`src/rtl/cpu_pkg.sv`:
```
// cpu_pkg: shared fetch types, constants and FSM states
package cpu_pkg;

    localparam int PC_W = 32;
    localparam logic [31:0] NOP_INSTR = 32'h0;
    localparam logic [PC_W-1:0] RESET_PC_DEFAULT = '0;

    typedef struct packed {
        logic [PC_W-1:0] pc;
        logic [PC_W-1:0] next_pc;
        logic [31:0]     instr;
    } fetch_entry_t;

    typedef enum logic {RUN, FLUSH} fq_state_t;

endpackage

```
`src/rtl/fetch_fifo.sv`:
```
// fetch_fifo: DEPTH-entry circular buffer of fetched instructions; flush dominates push/pop
module fetch_fifo
    import cpu_pkg::*;
#(
    parameter int  DEPTH   = 4,
    parameter type entry_t = fetch_entry_t
) (
    input  logic                   clk,
    input  logic                   reset,
    input  logic                   push,
    input  logic                   pop,
    input  logic                   flush,
    input  entry_t                 wdata,
    output entry_t                 head,
    output logic [$clog2(DEPTH):0] count
);

    localparam int PW = $clog2(DEPTH);
    localparam int CW = PW + 1;

    entry_t         mem_q [DEPTH];
    logic [PW-1:0]  wr_q, wr_d, rd_q, rd_d;
    logic [CW-1:0]  cnt_q, cnt_d;

    // next pointers and occupancy; pointers wrap naturally since DEPTH is a power of two
    always_comb begin
        wr_d  = flush ? '0 : wr_q + PW'(push);
        rd_d  = flush ? '0 : rd_q + PW'(pop);
        cnt_d = flush ? '0 : cnt_q + CW'(push) - CW'(pop);
    end

    // pointer and count registers
    always_ff @(posedge clk or negedge reset) begin
        if (!reset) begin
            wr_q  <= '0;
            rd_q  <= '0;
            cnt_q <= '0;
        end else begin
            wr_q  <= wr_d;
            rd_q  <= rd_d;
            cnt_q <= cnt_d;
        end
    end

    // entry storage; needs no reset because count gates visibility
    always_ff @(posedge clk) begin
        if (push && !flush) mem_q[wr_q] <= wdata;
    end

    assign head  = mem_q[rd_q];
    assign count = cnt_q;

endmodule

```
`src/rtl/fetch_queue.sv`:
```
// fetch_queue: fetch PC, imem request credit, redirect FSM and instruction queue for decode
module fetch_queue
    import cpu_pkg::*;
#(
    parameter int                ADDR_W   = 32,
    parameter int                IMEM_AW  = 7,
    parameter int                DEPTH    = 4,
    parameter logic [ADDR_W-1:0] RESET_PC = ADDR_W'(RESET_PC_DEFAULT)
) (
    input  logic                   clk,
    input  logic                   reset,
    output logic                   imem_req,
    output logic [IMEM_AW-1:0]     imem_addr,
    input  logic [31:0]            imem_data,
    input  logic                   redirect,
    input  logic [ADDR_W-1:0]      redirect_pc,
    input  logic                   deq,
    output logic                   out_valid,
    output logic [31:0]            out_instr,
    output logic [ADDR_W-1:0]      out_pc,
    output logic [ADDR_W-1:0]      out_next_pc,
    output logic [$clog2(DEPTH):0] count
);

    typedef struct packed {
        logic [ADDR_W-1:0] pc;
        logic [ADDR_W-1:0] next_pc;
        logic [31:0]       instr;
    } entry_t;

    localparam int CW = $clog2(DEPTH) + 1;

    fq_state_t         state_q;
    logic [ADDR_W-1:0] fpc_q, ipc_q;
    logic              inflight_q;
    logic              push, pop;
    entry_t            wdata, head;

    // a slot is reserved for every outstanding response, so the queue can never overflow
    assign imem_req  = reset && !redirect && ({1'b0, count} + (CW+1)'(inflight_q) < (CW+1)'(DEPTH));
    assign imem_addr = fpc_q[IMEM_AW-1:0];

    // responses landing in the FLUSH cycle belong to the old path and are dropped
    assign push  = inflight_q && state_q != FLUSH;
    assign pop   = deq && out_valid;
    assign wdata = '{pc: ipc_q, next_pc: ipc_q + ADDR_W'(1), instr: imem_data};

    fetch_fifo #(.DEPTH(DEPTH), .entry_t(entry_t)) u_fifo (
        .clk   (clk),
        .reset (reset),
        .push  (push),
        .pop   (pop),
        .flush (redirect),
        .wdata (wdata),
        .head  (head),
        .count (count)
    );

    assign out_valid   = count != '0;
    assign out_instr   = out_valid ? head.instr : NOP_INSTR;
    assign out_pc      = out_valid ? head.pc : '0;
    assign out_next_pc = out_valid ? head.next_pc : '0;

    // fetch PC, in-flight tracking and RUN/FLUSH state; redirect overrides everything
    always_ff @(posedge clk or negedge reset) begin
        if (!reset) begin
            state_q    <= RUN;
            fpc_q      <= RESET_PC;
            ipc_q      <= '0;
            inflight_q <= 1'b0;
        end else begin
            inflight_q <= imem_req;
            if (imem_req) begin
                fpc_q <= fpc_q + ADDR_W'(1);
                ipc_q <= fpc_q;
            end
            if (redirect) begin
                fpc_q   <= redirect_pc;
                state_q <= FLUSH;
            end else begin
                state_q <= RUN;
            end
        end
    end

endmodule
```
`config.mk`:
```
export PLATFORM = sky130hd
export DESIGN_NAME = fetch_queue
export DESIGN_NICKNAME = d
export VERILOG_FILES = /design/src/rtl/cpu_pkg.sv /design/src/rtl/fetch_fifo.sv /design/src/rtl/fetch_queue.sv
export SDC_FILE = /design/constraint.sdc
export NUM_CORES = 1
export LEC_CHECK = 0
export CAP_MARGIN = 10
export CORE_MARGIN = 3
export CORE_UTILIZATION = 50
export DETAILED_ROUTE_END_ITERATION = 10
export DONT_BUFFER_PORTS = 1
export GPL_TIMING_DRIVEN = 0
export SYNTH_ARGS = -nofsm -noshare
export SYNTH_HDL_FRONTEND = slang
export SYNTH_HIERARCHICAL = 1
export SYNTH_SLANG_ARGS = --single-unit
```
`constraint.sdc`:
```
create_clock -name clk -period 23.8 [get_ports clk]
set_input_delay 4.76 -clock clk [delete_from_list [all_inputs] [get_ports clk]]
set_output_delay 4.76 -clock clk [all_outputs]
set_load 0.1 [all_outputs]
```
# Word level (Yosys, flattened, before mapping)
# Memory sizes are Yosys's and may differ from the RTL's.
# Cells that the tools add are included.
# Widths: inputs -> output; s select.
[classes]
n_bitwise = 1
magnitude_cmp = 1
n_reduce_logical = 8
n_addsub = 7
mux = 11
[op_table]
columns = ["operator", "n"]
rows = [
  ["$mux 32", 5],
  ["$add 32x1->32 const B", 2],
  ["$logic_and 1x1->1", 5],
  ["$add 2x1->2", 2],
  ["$add 3x1->4", 1],
  ["$lt 4x3->1 const B", 1],
  ["$mux 2", 2],
  ["$add 3x1->3", 1],
  ["$mux 1", 3],
  ["$mux 3", 1],
  ["$reduce_bool 3->1", 1],
  ["$sub 3x1->3", 1],
  ["$reduce_bool 2->1", 1],
  ["$logic_not 1->1", 1],
  ["$not 1->1", 1],
]
[totals]
ram_bits = 384
regBits = 73
n_memories = 1
wordCells = 36
output_inout_bits = 108
[memory_table]
columns = ["name", "words", "width", "read_ports", "rd_clocked_by_memory_dff", "write_ports", "line_no", "source"]
rows = [
  ["u_fifo.mem_q", 4, 96, 1, 0, 1, "fetch_fifo.sv:21", "entry_t mem_q [DEPTH];"],
]

# Longest topological paths before layout
# Gate-level depths: netlist of run 1.
[logic_depth]
ltp_word = 5
ltp_mapped = 11
depth_no_buf = 9

# Hierarchy
# Netlist of run 1, hierarchy kept.
[by_module_without_submodules]
columns = ["mod", "cells_per_inst", "area_per_inst_um2", "instances"]
rows = [
  ["fetch_fifo", 532, 14228.6, 1],
  ["fetch_queue", 541, 4408.0, 1],
]

# Worst setup path before layout of run 1
# OpenSTA, ideal clock, no wires.
[synth_timing]
kind = "input to register"
start = "input port redirect"
end = "memory u_fifo/mem_q[1][0] in the netlist's numbering (enable)"
path_slack_ns = 8.081
arrival_time_ns = 14.899
setup_ns = 0.820
path_buffers = 1
cell_stages = 2
required_ns = 22.980
cell_sequence = "clkbuf_1 -> nor4b_1"
[synth_between]
elab_chain_len = 4
[synth_lines]
columns = ["item", "line_no", "source"]
rows = [
  ["from (decl)", "fetch_queue.sv:15", "input logic redirect,"],
  ["$logic_not 1->1", "fetch_fifo.sv:47", "if (push && !flush) mem_q[wr_q] <= wdata;"],
  ["$logic_and 1x1->1", "fetch_fifo.sv:47", ""],
  ["$mux 1", "fetch_fifo.sv:47", ""],
  ["$mux 1 (not written as such)", "fetch_fifo.sv:47", ""],
  ["to (decl)", "fetch_fifo.sv:21", ""],
]
# No other way between the ends.

# Worst setup path after layout of run 1
[layout_timing]
start = "input port redirect"
end = "output port imem_req"
[layout_between]
elab_chain_len = 3
[layout_lines]
columns = ["item", "line_no", "source"]
rows = [
  ["$logic_not 1->1", "fetch_queue.sv:40", "assign imem_req = reset && !redirect && ({1'b0, count} + (CW+1)'(inflight_q) < (CW+1)'(DEPTH));"],
  ["$logic_and 1x1->1 (2 in a row)", "fetch_queue.sv:40", ""],
  ["to (decl)", "fetch_queue.sv:12", "output logic imem_req,"],
]
# No other way between the ends.

==> impl_metrics.json, run 1 <==
{
  "syn_area_per_cell_um2": 17.37,
  "n_fill_cell": 2790,
  "drv_cap": 0,
  "clock_latency_ps": 560,
  "synth_edf_count": 384,
  "clkSlewWorstSetupHoldPaths_ps": 60,
  "path_class": "input pin to primary output",
  "ys_ff_latch": 457,
  "pin_count": 176,
  "clkSinkCount": 457,
  "drt_iter0_drc": 680,
  "diodes": 0,
  "grt_pass1_vias": 10110,
  "critical_path_arrival_ps": 6420,
  "hold_buffers": 0,
  "cts_resized": 0,
  "yosysUniqueCellTypes": 55,
  "drive_gt1_frac": 0.2089,
  "finalSetupViolations": 0,
  "fp.coreArea_mm2": 0.03670,
  "ys_warn_count": 6,
  "holdWs_ps": 518.2,
  "rsz0062_at_grt": "false",
  "crit_path_end_kind": "primary output",
  "cts_buffers": 47,
  "layout_common_cells": "edfxtp_1 (384), nand2_1 (128), and2_1 (100)",
  "start_util": 0.5078,
  "cts_tree": "done",
  "place.detailed.hpwl_um": 27700,
  "finalSetupTns_ps": 0,
  "grt_max_degree": 75,
  "nets": 1249,
  "synthCells": 1073,
  "synth_ff_type": "edfxtp_1",
  "antenna_found_initial": 1,
  "rr_startpoint": "u_fifo/count[1]",
  "row_count": 70,
  "cp-startpoint": "redirect",
  "power_leakage_nw": 7.298,
  "max_slew_margin": 0.2783,
  "h-tree-depth": 2,
  "period_share": 0.4697,
  "fin_ws_ps": 12620,
  "wl_per_cell_um": 23.94,
  "dr.pass1.iters": 5,
  "hold_start": "fpc_q[11]",
  "min_period_ps": 11180,
  "ys_seq_area_frac": 0.7168,
  "die_height_um": 199.1,
  "syn-num-nets": 1148,
  "finalHoldViolCount": 0,
  "tightest_slew_ps": 1083,
  "die_area_mm2": 0.03962,
  "fmax_mhz": 89.46,
  "detail-route-antenna-nets": 0,
  "area_growth_pct": 13.84,
  "path_max_fanout": 11,
  "grt_use_total": 0.2074,
  "cts.path.max_buffers": 3,
  "utilization": 0.5781,
  "powerDensity_mw_per_mm2": 131.1,
  "root_buffer": "clkbuf_16",
  "postCtsSetupBuffers": 0,
  "vdd.ir_drop.worst_mv": 0.05729,
  "numPortBuffers": 0,
  "clock_skew_ps": 12.86,
  "vias_per_cell": 5.797,
  "status": "finished, final reports clean",
  "slew_violations": 0,
  "gp_congestion": 0.8775,
  "layout_commonest_cell": "edfxtp_1",
  "drc": 0,
  "hp-class": "register to register",
  "grt_overflow": 0,
  "vias": 9734,
  "cp.required_ps": 19040,
  "wl_um": 40200,
  "die_w_um": 199.1,
  "synth_area_mm2": 0.01864,
  "place_ws_ps": 12630,
  "async_flop_share": 0.1597,
  "startpoint_type": "input pin",
  "grt_pass1_wl_um": 61240
}
## layout make-up
type / count / area [um2] / area share
inverter: 13 / 48.80 / 0.002300
clock inverter: 17 / 173.9 / 0.008198
buffer: 59 / 336.6 / 0.01586
tap: 468 / 585.6 / 0.02760
sequential: 457 / 13360 / 0.6296
multi-input combinational: 544 / 4918 / 0.2318
timing repair buffer: 52 / 452.9 / 0.02135
clock buffer: 69 / 1341 / 0.06322
## report_power, final
part | switching [mW] | internal (mW)
registers | 0.0839 | 0.953
logic | 0.826 | 0.200
clock network | 0.286 | 0.432
total | 1.20 | 1.58
## path summary, 6_finish.rpt
kind	end	slack [ps]	depth (start not counted)
max	imem_req	12620	5
min	fpc_q[11]	520	2
max reg2reg	u_fifo/count[2]	19900	11
min reg2reg	fpc_q[11]	520	2
max in group asynchronous	fpc_q[26]	19750	0
min in group asynchronous	ipc_q[19]	3890	0
## synthesized netlist by cell type, drive strengths merged (2+ instances only)
library cell | n | area share
ha | 6 | 0.0040
mux2i | 2 | 0.0011
nand3 | 33 | 0.0091
nand4 | 14 | 0.0062
edfxtp | 384 | 0.62
a221o | 5 | 0.0027
xnor2 | 26 | 0.012
nor3 | 4 | 0.0011
o311ai | 15 | 0.0070
a31o | 2 | 0.00094
mux4 | 96 | 0.12
a21oi | 6 | 0.0016
nor2 | 16 | 0.0036
nor2b | 4 | 0.0013
and2 | 101 | 0.034
nand2 | 129 | 0.026
nor3b | 2 | 0.00081
and4 | 6 | 0.0029
o21ai | 22 | 0.0059
inv | 12 | 0.0024
nor4b | 2 | 0.00094
clkbuf | 33 | 0.0067
o211ai | 8 | 0.0032
buf | 26 | 0.011
nor4 | 5 | 0.0041
a22oi | 3 | 0.0012
or4 | 4 | 0.0016
a32oi | 3 | 0.0014
xor2 | 10 | 0.0047
dfrtp | 73 | 0.098
and3 | 11 | 0.0037
## registers in the layout, indices dropped and copies added (netlist names)
name          cells
u_fifo/mem_q    384
fpc_q            32
ipc_q            32
u_fifo/count      3
u_fifo/rd_q       2
u_fifo/wr_q       2
inflight_q        1
state_q           1
## metal layers
| layer | GRT usage | share of wire | vias up |
|---|---|---|---|
| met5 | 0 | 0 | - |
| li1 | - | - | 4370 |
| met2 | 0.3448 | 0.50 | 276 |
| met4 | 0.05908 | 0.022 | 0 |
| met1 | 0.2800 | 0.42 | 5032 |
| met3 | 0.04637 | 0.066 | 56 |
## worst max-delay path: stages
cell      delay [ps]
nor2_1            80
nand3_1          170
clkinv_1         230
clkbuf_1         500
buf_2            670
## per-stage QoR
step | total power, mW | cell area, um2 | std cells
final | 2.781 | 21220 | 1679
after floorplan | 1.945 | 18640 | 1073
after global routing | 2.891 | 21220 | 1679
after CTS | 2.816 | 21220 | 1679
after detailed placement | 2.095 | 19700 | 1593
after global placement | 2.090 | 19220 | 1541
## kinds of logic after synthesis
family                     Yosys count  share of synthesized area
AOI/OAI and AO/OA                   69                    0.02605
xor gates and xnor gates            37                    0.01813
adders and majority gates            7                   0.005102
buffers and inverters               72                    0.02054
DFF                                457                     0.7168
muxes                               98                     0.1171
and+or+nand+nor                    333                    0.09634
Power figures use the tool's default switching activity.
==> run 2: changes to the inputs <==
==> constraint.sdc (replaced) <==
create_clock -name clk -period 10.48 [get_ports clk]
set_input_delay 2.096 -clock clk [delete_from_list [all_inputs] [get_ports clk]]
set_output_delay 2.096 -clock clk [all_outputs]
set_load 0.1 [all_outputs]
==> results of run 2 <==
The final DEF is identical to that of run 1. Status: finished, final reports clean.
Main changes from that run: setup slack after placement 12630 ps -> 4584 ps; setup slack after layout 12620 ps -> 4124 ps; start point of the critical path redirect -> u_fifo/count[1]; end point of the critical path imem_req -> out_next_pc[3]; register-to-register setup slack 19900 ps -> 6580 ps; total power 2.781 mW -> 6.315 mW; worst IR drop on VDD 0.05729 mV -> 0.1301 mV
==> run 3: changes to the inputs <==
==> constraint.sdc (replaced) <==
create_clock -name clk -period 6.4 [get_ports clk]
set_input_delay 1.28 -clock clk [delete_from_list [all_inputs] [get_ports clk]]
set_output_delay 1.28 -clock clk [all_outputs]
set_load 0.1 [all_outputs]
==> impl_metrics.json, run 3 (same netlist as run 1, synthesis figures left out) <==
{
  "status": "finished, final reports clean",
  "die_height_um": 199.1,
  "die_area_mm2": 0.03962,
  "layout_common_cells": "edfxtp_1 (384), nand2_1 (128), and2_1 (100)",
  "layout_commonest_cell": "edfxtp_1",
  "grt_max_degree": 75,
  "power_leakage_nw": 7.174,
  "wl_per_cell_um": 24.05,
  "crit_path_cell_trace": "or3_1 -> clkbuf_1 -> clkbuf_1 -> clkbuf_1 -> and2_1",
  "drc": 0,
  "hp-class": "input pin to asynchronous set/reset pin",
  "critical_path_arrival_ps": 4370,
  "fmax_mhz": 176.9,
  "vias_per_cell": 5.859,
  "final_cells": 1656,
  "largest_reg_flops": 384,
  "reg_top3": "u_fifo/mem_q x384, fpc_q x32, ipc_q x32",
  "rsz0062_at_grt": "false",
  "path_class": "register to primary output",
  "max_slew_margin": 0.2734,
  "fp.coreArea_mm2": 0.03670,
  "crit_family": "buffers and inverters",
  "finalSetupTns_ps": 0,
  "cp.depth": 5,
  "grt_pass1_wl_um": 60860,
  "clkSinkCount": 457,
  "row_count": 70,
  "min_period_ps": 5653,
  "grt_pass1_vias": 9945,
  "reg2reg_depth": 11,
  "cp_slowest_stage_delay_ps": 1020,
  "hold_buffers": 0,
  "slew_violations": 0,
  "cts_resized": 0,
  "antenna_found_initial": 0,
  "cts_buffers": 47,
  "cts_tree": "done",
  "clock_skew_ps": 14.39,
  "clkSlewWorstSetupHoldPaths_ps": 60,
  "crit_path_end_kind": "primary output",
  "rr_startpoint": "u_fifo/count[1]",
  "diodes": 0,
  "cts.path.max_buffers": 3,
  "startpoint_type": "register",
  "die_w_um": 199.1,
  "crit_top_cell": "clkbuf_1",
  "nets": 1227,
  "area_growth_pct": 13.33,
  "h-tree-depth": 2,
  "largest_register": "u_fifo/mem_q",
  "root_buffer": "clkbuf_16",
  "gp_congestion": 0.8705,
  "postCtsSetupBuffers": 0,
  "dr.pass1.iters": 5,
  "numPortBuffers": 0,
  "period_share": 0.8833,
  "grt_use_total": 0.2055,
  "clock_latency_ps": 560,
  "drive_gt1_frac": 0.1928,
  "place.detailed.hpwl_um": 27550,
  "dpl.cell_count": 1571,
  "cpMaxStageDelayCell": "dfrtp_1",
  "grt_overflow": 0,
  "start_util": 0.5078,
  "pin_count": 176,
  "cp.required_ps": 5120,
  "detail-route-antenna-nets": 0,
  "tightest_slew_ps": 1098,
  "drt_iter0_drc": 679,
  "utilization": 0.5756,
  "finalHoldViolCount": 0,
  "cp-startpoint": "u_fifo/count[1]",
  "vdd.ir_drop.worst_mv": 0.2066,
  "finalSetupViolations": 0,
  "drv_cap": 0,
  "powerDensity_mw_per_mm2": 484.5,
  "cp_num_buf_inv": 3,
  "path_max_fanout": 10,
  "wl_um": 39840,
  "vias": 9703
}
## run 3: cell count changes in the layout (fill, tap and decap cells not counted), moves of 2 or more
cell       previous run  this run
buf_4                52         8
clkinv_1             10        16
buf_6                 7        17
clkinv_2              4         7
nor4b_4               0         2
nor4b_2               2         0
clkbuf_1             47        42
buf_8                 4        16
clkbuf_8              4         1
bufinv_16             4         2
## run 3: final cells by class
type                            instances  area (um2)
Buffer                                 59       336.6
Sequential cell                       457       13360
Fill cell                            2822       15580
Clock inverter                         24       151.4
Multi-Input combinational cell        544        4945
Timing Repair Buffer                   30       415.4
Tap cell                              468       585.6
Inverter                               13       48.80
Clock buffer                           61        1281
## run 3: metal layers
| layer | vias up | wire length, um | track usage |
|---|---|---|---|
| li1 | 4327 | - | - |
| met1 | 5036 | 16920 | 0.2839 |
| met2 | 287 | 19300 | 0.3318 |
| met3 | 53 | 2879 | 0.05362 |
| met4 | 0 | 735 | 0.05206 |
| met5 | - | 0 | 0 |
## run 3: final timing paths
kind,end,slack (ps)
max,out_next_pc[2],750
min,fpc_q[14],410
max reg2reg,u_fifo/count[2],2230
min reg2reg,fpc_q[11],510
max in group asynchronous,ipc_q[23],5820
min in group clk,fpc_q[11],510
## run 3: worst reg2reg max path, cell delays in order (launching register included)
cell and delay, ps:
dfrtp_1 1020, or3_1 240, clkbuf_1 520, clkbuf_1 730
and2_1 390, ha_1 290, inv_1 60, ha_1 130
inv_1 50, fa_1 360, xnor3_1 200, nor2_1 40
## run 3: through the flow
step / power (mW) / cell area (um2) / setup slack [ps] / hold slack (ps)
floorplan: 7.230 / 18660 / -994.5 / 461.2
global placement: 7.758 / 19240 / -5496 / 490.2
detailed placement: 7.797 / 19690 / 1197 / 496.7
CTS: 10.37 / 21120 / 596.2 / 382.8
global route: 10.64 / 21120 / 515.2 / 384.1
finish: 10.23 / 21120 / 746.7 / 413.8
## run 3: where the power goes
part	internal [mW]	switching, mW
registers	3.54	0.307
logic	0.745	3.09
clock network	1.48	1.07
total	5.77	4.46
